==> src/rtl/adder_pkg.sv <==
// Shared types for the bit-serial adder: FSM encoding and the counter width helper.
// No ports; imported by serial_adder.
package adder_pkg;

  typedef enum logic [1:0] {
    IDLE = 2'd0,
    RUN  = 2'd1,
    DONE = 2'd2
  } state_t;

  // Bit counter width; a 1-bit adder still needs a 1-bit counter.
  function automatic int cnt_w(input int width);
    return (width > 1) ? $clog2(width) : 1;
  endfunction

endpackage

==> src/rtl/full_adder_bit.sv <==
// One full-adder bit built from two half-adder cells and an OR of their carries.
// Ports: a, b, cin -> s, cout.
module full_adder_bit (
  input  logic a,
  input  logic b,
  input  logic cin,
  output logic s,
  output logic cout
);

  logic w_s0;
  logic w_c0;
  logic w_c1;

  // first half adder: a + b
  assign w_s0 = a ^ b;
  assign w_c0 = a & b;

  // second half adder: partial sum + cin
  assign s    = w_s0 ^ cin;
  assign w_c1 = w_s0 & cin;

  assign cout = w_c0 | w_c1;

endmodule

==> src/rtl/serial_adder.sv <==
// Bit-serial WIDTH-bit adder, one bit per clock, LSB first; valid/ready on both sides.
// Ports: clk, rst, in_valid/in_ready/a/b/cin in, out_valid/out_ready/sum/cout out.
module serial_adder
  import adder_pkg::*;
#(
  parameter int WIDTH = 8
) (
  input  logic             clk,
  input  logic             rst,
  input  logic             in_valid,
  output logic             in_ready,
  input  logic [WIDTH-1:0] a,
  input  logic [WIDTH-1:0] b,
  input  logic             cin,
  output logic             out_valid,
  input  logic             out_ready,
  output logic [WIDTH-1:0] sum,
  output logic             cout
);

  localparam int CW = cnt_w(WIDTH);
  localparam logic [CW-1:0] LAST = CW'(WIDTH - 1);

  state_t           r_state;
  state_t           w_state_nxt;
  logic [CW-1:0]    r_cnt;
  logic [WIDTH-1:0] r_a_sr;
  logic [WIDTH-1:0] r_b_sr;
  logic [WIDTH-1:0] r_sum_sr;
  logic             r_carry;
  logic             w_s;
  logic             w_c;
  logic             w_accept;
  logic             w_last;
  logic [WIDTH:0]   w_sum_cat;

  full_adder_bit u_fa (
    .a    (r_a_sr[0]),
    .b    (r_b_sr[0]),
    .cin  (r_carry),
    .s    (w_s),
    .cout (w_c)
  );

  assign w_accept  = in_valid & in_ready;
  assign w_last    = (r_cnt == LAST);
  // new bit enters at the MSB end, everything else moves down one
  assign w_sum_cat = {w_s, r_sum_sr};

  assign sum  = r_sum_sr;
  assign cout = r_carry;

  always_comb begin
    w_state_nxt = IDLE;
    in_ready    = 1'b0;
    out_valid   = 1'b0;
    case (r_state)
      IDLE: begin
        in_ready    = 1'b1;
        w_state_nxt = w_accept ? RUN : IDLE;
      end
      RUN: begin
        w_state_nxt = w_last ? DONE : RUN;
      end
      DONE: begin
        out_valid   = 1'b1;
        w_state_nxt = out_ready ? IDLE : DONE;
      end
      default: begin
        w_state_nxt = IDLE;
      end
    endcase
  end

  always_ff @(posedge clk) begin
    if (rst) begin
      r_state  <= IDLE;
      r_cnt    <= '0;
      r_a_sr   <= '0;
      r_b_sr   <= '0;
      r_sum_sr <= '0;
      r_carry  <= 1'b0;
    end else begin
      r_state <= w_state_nxt;
      case (r_state)
        IDLE: begin
          if (w_accept) begin
            r_a_sr  <= a;
            r_b_sr  <= b;
            r_carry <= cin;
            r_cnt   <= '0;
          end
        end
        RUN: begin
          r_a_sr   <= r_a_sr >> 1;
          r_b_sr   <= r_b_sr >> 1;
          r_sum_sr <= w_sum_cat[WIDTH:1];
          r_carry  <= w_c;
          // wrap on the last step so the count stays below WIDTH
          r_cnt    <= w_last ? '0 : r_cnt + CW'(1);
        end
        default: begin
        end
      endcase
    end
  end

endmodule

==> config.mk <==
export PLATFORM = sky130hd
export DESIGN_NAME = serial_adder
export DESIGN_NICKNAME = d
export VERILOG_FILES = /design/src/rtl/adder_pkg.sv /design/src/rtl/full_adder_bit.sv /design/src/rtl/serial_adder.sv
export SDC_FILE = /design/constraint.sdc
export NUM_CORES = 1
export LEC_CHECK = 0
export CAP_MARGIN = 20
export CORE_MARGIN = 5
export CORE_UTILIZATION = 40
export CTS_CLUSTER_DIAMETER = 200
export DETAILED_ROUTE_END_ITERATION = 16
export PLACE_DENSITY = 0.74
export RECOVER_POWER = 50
export SYNTH_ARGS = -nofsm -noshare
export SYNTH_HDL_FRONTEND = slang
export SYNTH_SLANG_ARGS = --single-unit
==> constraint.sdc <==
create_clock -name clk -period 1.5 [get_ports clk]
set_input_delay 0.3 -clock clk [delete_from_list [all_inputs] [get_ports clk]]
set_output_delay 0.3 -clock clk [all_outputs]
set_load 0.01 [all_outputs]
# Word-level counts from Yosys, hierarchy flattened
# Index checks and enable logic that the tools add are counted.
[classes]
mux = 15
eq_ne = 4
bitwise_logic = 6
n_reduce_logical = 3
add_sub_neg = 1
[ops]
columns = ["op", "n"]
rows = [
  ["case mux 8 bit (2 select lines)", 2],
  ["two-way mux 8 bit", 2],
  ["two-way mux 3 bit", 2],
  ["case mux 2 bit (3 select lines)", 1],
  ["case mux 3 bit (2 select lines)", 1],
  ["two-way mux 1 bit", 4],
  ["two-way mux 2 bit", 2],
  ["adder 3 x 1 -> 3 bit (second input constant)", 1],
  ["bitwise AND 1 bit", 3],
  ["== test 3 bit (second input constant)", 1],
  ["== test 2 x 1 -> 1 bit (second input constant)", 1],
  ["== test 2 bit (second input constant)", 1],
  ["logical NOT 2 bit", 1],
  ["!= test 2 bit (second input constant)", 1],
  ["case mux 1 bit (2 select lines)", 1],
  ["AND reduction 2 bit", 1],
  ["nonzero test 2 bit", 1],
  ["XOR 1 bit", 2],
  ["OR 1 bit", 1],
]
[totals]
input_bits = 21
elab_cells = 35
regBits = 30
out_inout_bits = 11

# Depth between registers and ports, before layout
[logic_depth]
depth_word = 5
ltp_mapped = 5
depth_no_buf = 5

# Cells and area by module
# From an unflattened synthesis, not the netlist that was laid out.
[hier_totals]
cells_unflattened = 137
area_unflattened_um2 = 1455.1
[by_module_without_submodules]
columns = ["mod", "area_each_um2", "cells_each", "seq_area_each_um2", "instances"]
rows = [
  ["serial_adder", 1435.1, 136, 600.6, 1],
  ["full_adder_bit", 20.0, 1, 0.0, 1],
]

# Worst setup path after synthesis
# Ideal clock, no wire load.
[synth_timing]
path_kind = "reg-to-reg"
startpoint = "register r_carry, in the netlist cout"
endpoint = "register r_carry, in the netlist cout"
period_less_slack_ps = 1085
path_slack_ps = 415
arrival_ps = 951
required_time_ps = 1366
stages_incl_launch_ff = 4
setup_ps = 134
path_buffers = 0
cell_sequence = "dfxtp_1 -> fa_1 -> mux2i_1 -> a211oi_1"
[synth_between]
elab_chain_cells = 3
[synth_lines]
columns = ["item", "line_no", "source"]
rows = [
  ["from (decl)", "serial_adder.sv:30", "logic r_carry;"],
  ["from (signal assigned)", "serial_adder.sv:90", "r_carry <= cin;"],
  ["from (signal assigned)", "serial_adder.sv:98", "r_carry <= w_c;"],
  ["bitwise AND 1 bit", "full_adder_bit.sv:21", "assign w_c1 = w_s0 & cin;"],
  ["OR 1 bit", "full_adder_bit.sv:23", "assign cout = w_c0 | w_c1;"],
  ["case mux 1 bit (2 select lines)", "serial_adder.sv:85", "case (r_state)"],
]
# Every way passes these cells.
# A chain may end at the register's enable or synchronous reset.

# Worst setup path in the final report
[layout_timing]
startpoint = "register r_state[0]"
endpoint = "output in_ready"
[layout_between]
elab_chain_cells = 2
[layout_lines]
columns = ["item", "line_no", "source"]
rows = [
  ["from (decl)", "serial_adder.sv:24", "state_t r_state;"],
  ["from (signal assigned)", "serial_adder.sv:84", "r_state <= w_state_nxt;"],
  ["logical NOT 2 bit", "serial_adder.sv:57", "case (r_state)"],
  ["two-way mux 1 bit", "serial_adder.sv:57", ""],
  ["to (decl)", "serial_adder.sv:11", "output logic in_ready,"],
]
# Every way passes these cells.

==> impl_metrics.toml <==
[sta]
worst_slew_pin_slew_ps = 315
slew-limit-headroom = 0.790
slew_violations = 0
timing.setup.tns_ps = 0
min_period_over_period = 0.900
worst_slack_ps = 150
timing.fmax_mhz = 741
setup_viol = 0
worst_clock_skew_ps = 11.5
fin_hold_ws_ps = 455
final-hold-violation-count = 0
grt_setup_unrepaired = "yes"
finalCriticalPeriod_ps = 1350

[worst_setup_path]
path_buf_inv = 1
crit_required_ps = 1200
slowest_delay_ps = 390
crit_chain = "nor2_1, dlygate4sd2_1"
crit_fanout = 3
end_kind = "primary output"
startpoint_type = "register"
cp_slowest_cell = "dfxtp_1"
path_class = "register to primary output"
cp_data_arrival_time_ps = 1050
cpLargestDelayFamily = "flip-flops"

[clocking]
clock_sinks = 30
h-tree-depth = 2
cts_setup_buffers = 0
cts_hold_buffers = 0
cts_buffer_depth = 2
clockRootBuffer = "clkbuf_4"
cts.clk_slew.worst_paths_ps = 90
cts_buffers = 5
cts_tree = "yes"
clock_latency_ps = 330

[synthesis]
yosys_warnings = 0
ys.flop_type = "dfxtp_1"
synth_seq_cells = 30
synth-async-reset-ratio = 0
synth_top_area_frac = 0.461
syn-cell-area_um2 = 1300
yosysTopAreaCell = "dfxtp_1"
synth.distinct_cells = 21
synth_most_common_cell = "dfxtp_1"
ys_seq_area_frac = 0.461
yosys-top-cells-count = "dfxtp_1 (30), nor2_1 (23), mux2i_1 (16), nand2_1 (16), a211oi_1 (15)"
synth_cells = 137
ys_top_cells_by_area = "dfxtp_1 (46%), mux2i_1 (12%), a211oi_1 (8.6%)"
synth-edff-count = 0
syn-mean-instance-area_um2 = 9.51
syn_nets = 161

[final_layout]
area_growth_pct = 29.5
post-route-cell-area_um2 = 1690
drive_above_1_share = 0.106
utilization = 0.548
insertedDiodeCount = 0
fin_nets = 193
stdcell_count = 214

[floorplan]
dieArea_um2 = 4500
num_io_pins = 32
num_rows = 20
start_util = 0.423
die-height_um = 67.1
coreArea_um2 = 3080
die_x_um = 67.1

[detailed_routing]
drtPass1Iterations = 4
drtAntennaViolNets = 0
vias = 1065
vias_per_cell = 4.98
wirelength_um = 2640
first_iter_violations = 46
routedWlPerCell_um = 12.3
drc = 0

[power]
sw_frac_of_total = 0.256
leakagePower_nw = 0.699
pwr-share-clk = 0.309
pwr-share-seq = 0.540
peakVddDrop_v = 0.000632
combinationalPowerShare = 0.151
power_density_nw_per_um2 = 957
intPower_mw = 1.20
p_switching_mw = 0.414
power_mw = 1.61

[run_status]
status = "finished clean"

[job]
cap_violations = 0

[grt]
grt.overflow.total = 0
grt_util_all_layers = 0.127
grt_pass1_wl_um = 4220
grt_antenna_before_repair = 0
grt_pass1_vias = 1027
grt_max_degree = 31

[worst_hold_path]
hold_path_class = "register to register"

[place]
portBuffers = 31
placed_area_um2 = 1630
dp_hpwl_um = 1810
numPlacedInstances = 205
pre_cts_ws_ps = -66.7
place_congestion = 0.712
## layout make-up
cell class	instances	area, um2
Fill cell	304	1390
Tap cell	44	55.1
Inverter	2	7.51
Multi-Input combinational cell	95	623
Clock buffer	7	55.1
Clock inverter	1	5.00
Sequential cell	30	602
Timing Repair Buffer	35	339
## power groups by stage
stage / combinational [mW] / sequential (mW) / clock [mW]
after floorplan: 0.162 / 0.886 / 0
after global placement: 0.236 / 0.887 / 0
after detailed placement: 0.244 / 0.889 / 0
after CTS: 0.240 / 0.871 / 0.519
after global routing: 0.271 / 0.878 / 0.548
final: 0.243 / 0.872 / 0.499
## logic make-up after synthesis
kind of cell	share of synthesized area
muxes	0.123
buffers and inverters	0.0711
DFF	0.461
AOI/OAI and AO/OA	0.173
adders and majority gates	0.0346
and+or+nand+nor	0.137
## state kept, by name, indices dropped and copies added (netlist names)
register	cells
cout	1
r_state	2
r_a_sr	8
r_cnt	3
r_b_sr	8
sum	8
## cells in the final DEF (no fill, tap or decap), types with 2 or more instances in the layout
| master | netlist | final |
|---|---|---|
| mux2i_1 | 16 | 16 |
| clkdlybuf4s50_1 | 0 | 20 |
| ha_1 | 2 | 2 |
| a22oi_1 | 6 | 6 |
| dlygate4sd2_1 | 0 | 10 |
| a211oi_1 | 15 | 15 |
| nor2_1 | 23 | 23 |
| dfxtp_1 | 30 | 29 |
| buf_4 | 1 | 2 |
| inv_1 | 2 | 2 |
| nand2_1 | 16 | 16 |
| a21oi_1 | 8 | 8 |
| clkbuf_4 | 0 | 5 |
## worst reg2reg max path, stage by stage, from the launching register on
cell      delay [ps]
dfxtp_1          390
buf_6            260
o21ba_4          300
nor2_1            70
a211oi_1         230
## final timing paths
path,depth (start not counted),slack (ps),end,from
worst max register to register,4,170,r_b_sr[5],r_state[0]
worst min register to register,2,460,sum[0],sum[0]
worst min-delay path,2,460,sum[0],sum[0]
worst max-delay path,2,150,in_ready,r_state[0]
## what timing repair did
item / CTS / global route
gates cloned: 0 / 1
setup endpoints to repair: 11 / 28
gates resized for setup: 13 / 4
hold endpoints to repair: 0 / 0
pin swaps: 0 / 1
## layer usage
| metal | wire (um) | part of all wire | vias up | global-route usage |
|---|---|---|---|---|
| met3 | 185 | 0.070 | 7 | 0.0607 |
| met5 | 0 | 0 | - | 0 |
| met1 | 1150 | 0.44 | 482 | 0.139 |
| met4 | 63 | 0.024 | 0 | 0.0709 |
| met2 | 1240 | 0.47 | 33 | 0.199 |
| li1 | - | - | 543 | - |
No activity file was read; power rests on OpenSTA's default activity.
==> RTL edit 1: new RTL, config.mk and constraints unchanged <==
Re-encode `state_t` (3 states) as one-hot, 3 bits wide.
--- a/src/rtl/adder_pkg.sv
+++ b/src/rtl/adder_pkg.sv
@@ -4,6 +4,6 @@
 
-  typedef enum logic [1:0] {
-    IDLE = 2'd0,
-    RUN  = 2'd1,
-    DONE = 2'd2
+  typedef enum logic [2:0] {
+    IDLE = 3'b001,
+    RUN  = 3'b010,
+    DONE = 3'b100
   } state_t;
Function: no difference found for any inputs over 10 cycles, from zero or initial values and one cycle with rst high; not proved beyond that.
==> RTL edit 1 against the unedited design <==
Wire length rose by 21%; cell count is 7.9% higher; worst setup slack got worse by 0.034 ns; synthesized area rose by 5.9%; first-iteration DRC count unchanged; power increased by 2.3%; critical path depth up 3; non-clock buffer count is 5 higher; largest power group unchanged; via count is 18% higher; sequential cell count up 1; largest cell class unchanged; register-to-register slack worse by 0.05 ns; final area increased by 6.0%.
==> RTL edit 1: results <==
set metrics [dict create \
    r2r_end "r_cnt[0]$_SDFFE_PP0P_" \
    place_congestion 0.852 \
    use_met3_pct 5.35 \
    met1_usage_pct 16.7 \
    cts_buffers 5 \
    max-vdd-ir-drop_mv 0.753 \
    wl_mm 3.18 \
    max_stage_delay_ns 0.35 \
    grt_pass1_vias 1197 \
    syn-num-nets 176 \
    pre_cts_ws_ns -0.100 \
    r2r_setup_slack_ns 0.12 \
    clk_latency_ns 0.32 \
    track_usage_pct 15.4 \
    synth_cell_type_count 28 \
    slew_headroom_pct 73.3 \
    ctsResizeCount 16 \
    synthTopCellsByArea "dfxtp_1 (45%), nor3_1 (12%), o22ai_2 (7.3%), nand2_1 (5.4%), a21oi_1 (5.1%)" \
    ff2ff_path_depth 5 \
    timing.rr.start "r_cnt[0]$_SDFFE_PP0P_" \
    use_met2_pct 27.1 \
    path_max_fanout 4 \
    cts_buffer_depth 2 \
    outcome "finished, final reports clean" \
    vias_per_cell 5.44 \
    grt_start_max_net_pins 32 \
    grt_pass1_wl_mm 5.37 \
    drive_gt1_share_pct 16.2 \
    ys_seq_area_share_pct 45.0 \
    clk_pin_slew_ns 0.09 \
    arrival_ns 1.65 \
    hpwlAfterDp_mm 2.13 \
    finish.net_count 208 \
    leakage_nw 0.672 \
    firstDrtPassIters 4 \
    synth_common_cells "nor3_1 (32), dfxtp_1 (31), nand2_1 (20)" \
    skew_ns 0.00488 \
]
## RTL edit 1: cell types whose count changed after synthesis, sizes merged, moves of 4 or more
cell / before / now
buf: 8 / 12
nor3: 1 / 32
nand3: 0 / 4
a22oi: 6 / 0
nor2: 23 / 1
nand2: 16 / 20
a21oi: 8 / 14
o22ai: 0 / 15
mux2i: 16 / 0
a211oi: 15 / 0
## RTL edit 1: worst max-delay path: cells and delay by family, from the launching register on
family / cells / cell delay, ns
compound gates: 2 / 0.30
fa+ha+maj: 2 / 0.44
flops: 1 / 0.35
simple gates: 1 / 0.23
## RTL edit 1: logic make-up after synthesis
group | after synthesis | synth area share [%]
AOI/OAI and AO/OA | 34 | 18.0
DFF | 31 | 45.0
buffers and inverters | 16 | 7.80
adders and majority gates | 3 | 3.27
and+or+nand+nor | 68 | 26.0
## RTL edit 1: metal layers
layer	share of wire [%]	routed length (µm)
met1	40	1280
met2	51	1630
met3	6.1	194
met5	0	0
met4	2.3	72
## RTL edit 1: how the worst max path moves through the flow
stage                          start                     end  slack, ns
2_1_floorplan  r_state[2]$_SDFF_PP0_       cout$_SDFFE_PP0P_       0.14
3_3_place_gp                in_valid  r_b_sr[0]$_SDFFE_PP0P_      -0.03
3_5_place_dp                in_valid  r_a_sr[6]$_SDFFE_PP0P_      -0.10
5_1_grt        r_cnt[0]$_SDFFE_PP0P_   r_cnt[0]$_SDFFE_PP0P_      -0.03
6_report       r_cnt[0]$_SDFFE_PP0P_   r_cnt[0]$_SDFFE_PP0P_       0.12
4_1_cts        r_state[1]$_SDFF_PP0_               out_valid       0.02
## RTL edit 1: metrics by stage
stage	std cells	hold slack [ns]	power, mW	instance area (µm²)
2_1_floorplan	152	0.401	1.10	1380
3_3_place_gp	223	0.449	1.22	1770
3_5_place_dp	223	0.457	1.23	1770
4_1_cts	231	0.467	1.69	1820
5_1_grt	231	0.495	1.75	1790
6_report	231	0.460	1.65	1790
## RTL edit 1: power by group
group	internal [mW]	switching, mW	leakage, nW
clock	0.182	0.268	0.0293
combinational	0.158	0.131	0.388
sequential	0.875	0.0357	0.254
total	1.22	0.435	0.672
## RTL edit 1: final cells by class
cell class / count / area [µm²]
tap: 46 / 57.6
inverter: 1 / 3.75
clock buffer: 7 / 45.0
clock inverter: 1 / 5.00
sequential: 31 / 624
multi-input combinational: 105 / 646
timing repair buffer: 40 / 407
fill: 323 / 1550
==> RTL edit 2: new RTL, config.mk and constraints unchanged <==
Without the edit above. The parameter `WIDTH` goes from 8 to 9.
--- a/src/rtl/serial_adder.sv
+++ b/src/rtl/serial_adder.sv
@@ -5,3 +5,3 @@
 #(
-  parameter int WIDTH = 8
+  parameter int WIDTH = 9
 ) (
Ports: changed (resized a, b and sum); port bits go from 32 to 35. No check against the original RTL was run, so the function may have changed too.
==> RTL edit 2 against the unedited design <==
Sequential cell count up 4; wire length up 19%; combinational power up 44%; largest power group unchanged; power up 22%; core utilization about the same; largest cell class unchanged; first-iteration DRC count up 39%; synthesized area up 22%; non-clock buffer count up 21; highest routed layer unchanged; worst setup slack worse by 0.091 ns; global-route usage down 0.18 points; final area up 27%.
==> RTL edit 2: results <==
set metrics [dict create \
    cts_buffer_depth 2 \
    timing.rr.start "r_cnt[0]$_SDFFE_PP0P_" \
    maxCapViolCount 0 \
    wl_mm 3.15 \
    holdPathEnd "sum[0]$_SDFFE_PP0N_" \
    antenna_found_initial 0 \
    ys_seq_area_share_pct 42.8 \
    path_max_fanout 2 \
    synthTopCellsByArea "dfxtp_1 (43%), a211oi_2 (13%), mux2i_1 (11%), nor2_1 (5.0%), nand2_1 (4.7%)" \
    leakage_nw 0.831 \
    r2r_end "r_cnt[0]$_SDFFE_PP0P_" \
    async_flop_share_pct 0 \
    synth_common_cells "dfxtp_1 (34), nor2_1 (21), nand2_1 (20)" \
    firstDrtPassIters 4 \
    grt_start_max_net_pins 37 \
    drt_iter0_drc 64 \
    vias_per_cell 4.92 \
    outcome "finished, final reports clean" \
    arrival_ns 1.14 \
    hpwlAfterDp_mm 2.26 \
    clk_pin_slew_ns 0.06 \
    cp_slowest_cell "clkdlybuf4s50_1" \
    grt_pass1_wl_mm 5.10 \
    h-tree-depth 2 \
    root_buffer "clkbuf_8" \
    drive_gt1_share_pct 23.3 \
    slew_headroom_pct 51.1 \
    skew_ns 0.00724 \
    syn-num-nets 186 \
    post_cts_buffers 0 \
    max-vdd-ir-drop_mv 0.518 \
    clk_latency_ns 0.29 \
    place_congestion 0.767 \
    track_usage_pct 12.5 \
    synth_cell_type_count 33 \
    hold_path_depth 2 \
    grt_pass1_vias 1218 \
    finish.net_count 236 \
    hold_class "reg2reg" \
    ff2ff_path_depth 5 \
    antennaDiodeCount 0 \
    cts_buffers 5 \
    ys_warn_count 0 \
    max_stage_delay_ns 0.54 \
    min-delay-start "sum[0]$_SDFFE_PP0N_" \
    cpLargestDelayFamily "buffers and inverters" \
    port_buffers 34 \
    r2r_setup_slack_ns 0.13 \
]
==> RTL edit 2: through the flow <==
stage | hold slack (ns) | TNS (ns) | cell area, µm² | setup slack (ns) | std cells
3_5_place_dp | 0.450 | -0.720 | 2070 | -0.0612 | 253
5_1_grt | 0.478 | 0 | 2140 | 0.0197 | 260
4_1_cts | 0.458 | 0 | 2150 | 0.00398 | 260
2_1_floorplan | 0.454 | 0 | 1590 | 0.173 | 160
6_report | 0.454 | 0 | 2140 | 0.0589 | 260
3_3_place_gp | 0.448 | -0.0878 | 2070 | -0.0282 | 253
==> RTL edit 2: report_power, final <==
part | switching [mW] | total [mW] | internal (mW)
clock network | 0.309 | 0.628 | 0.319
registers | 0.0326 | 0.990 | 0.958
logic | 0.157 | 0.351 | 0.194
==> RTL edit 2: per-layer routing <==
layer	GRT usage [%]	part of all wire, %
met5	0	0
met4	5.53	1.5
met3	4.55	5.4
met2	19.2	46
met1	15.7	47
==> RTL edit 2: cell families after synthesis <==
group | Yosys count | synth area share (%)
compound gates | 37 | 21.7
fa+ha+maj | 3 | 2.83
buf+inv | 15 | 6.53
flops | 34 | 42.8
mux | 17 | 10.7
simple gates | 54 | 15.4
==> RTL edit 2: repair_timing <==
item                                    in CTS  in global routing
hold endpoints to repair                     0                  0
endpoints found under the setup margin       5                  7
gates resized for setup                      6                  7
gates cloned                                 0                  0
==> RTL edit 2: area by class of cell <==
class	count	area, µm²
flip-flops and latches	34	683
clock buffers	7	76.3
multi-input cells	111	806
inverters	2	7.51
repair buffers	56	509
well taps	50	62.6
fillers	381	1770
==> RTL edit 2: worst max path at each step <==
stage                                     start                    end  depth (start not counted)
after floorplan           r_cnt[0]$_SDFFE_PP0P_  r_cnt[3]$_SDFFE_PP0P_                          5
after global placement                 in_valid  r_cnt[2]$_SDFFE_PP0P_                          5
after detailed placement               in_valid  r_cnt[2]$_SDFFE_PP0P_                          5
after CTS                   sum[3]$_SDFFE_PP0N_                 sum[3]                          1
after global routing        sum[0]$_SDFFE_PP0N_                 sum[0]                          1
final                       sum[0]$_SDFFE_PP0N_                 sum[0]                          1
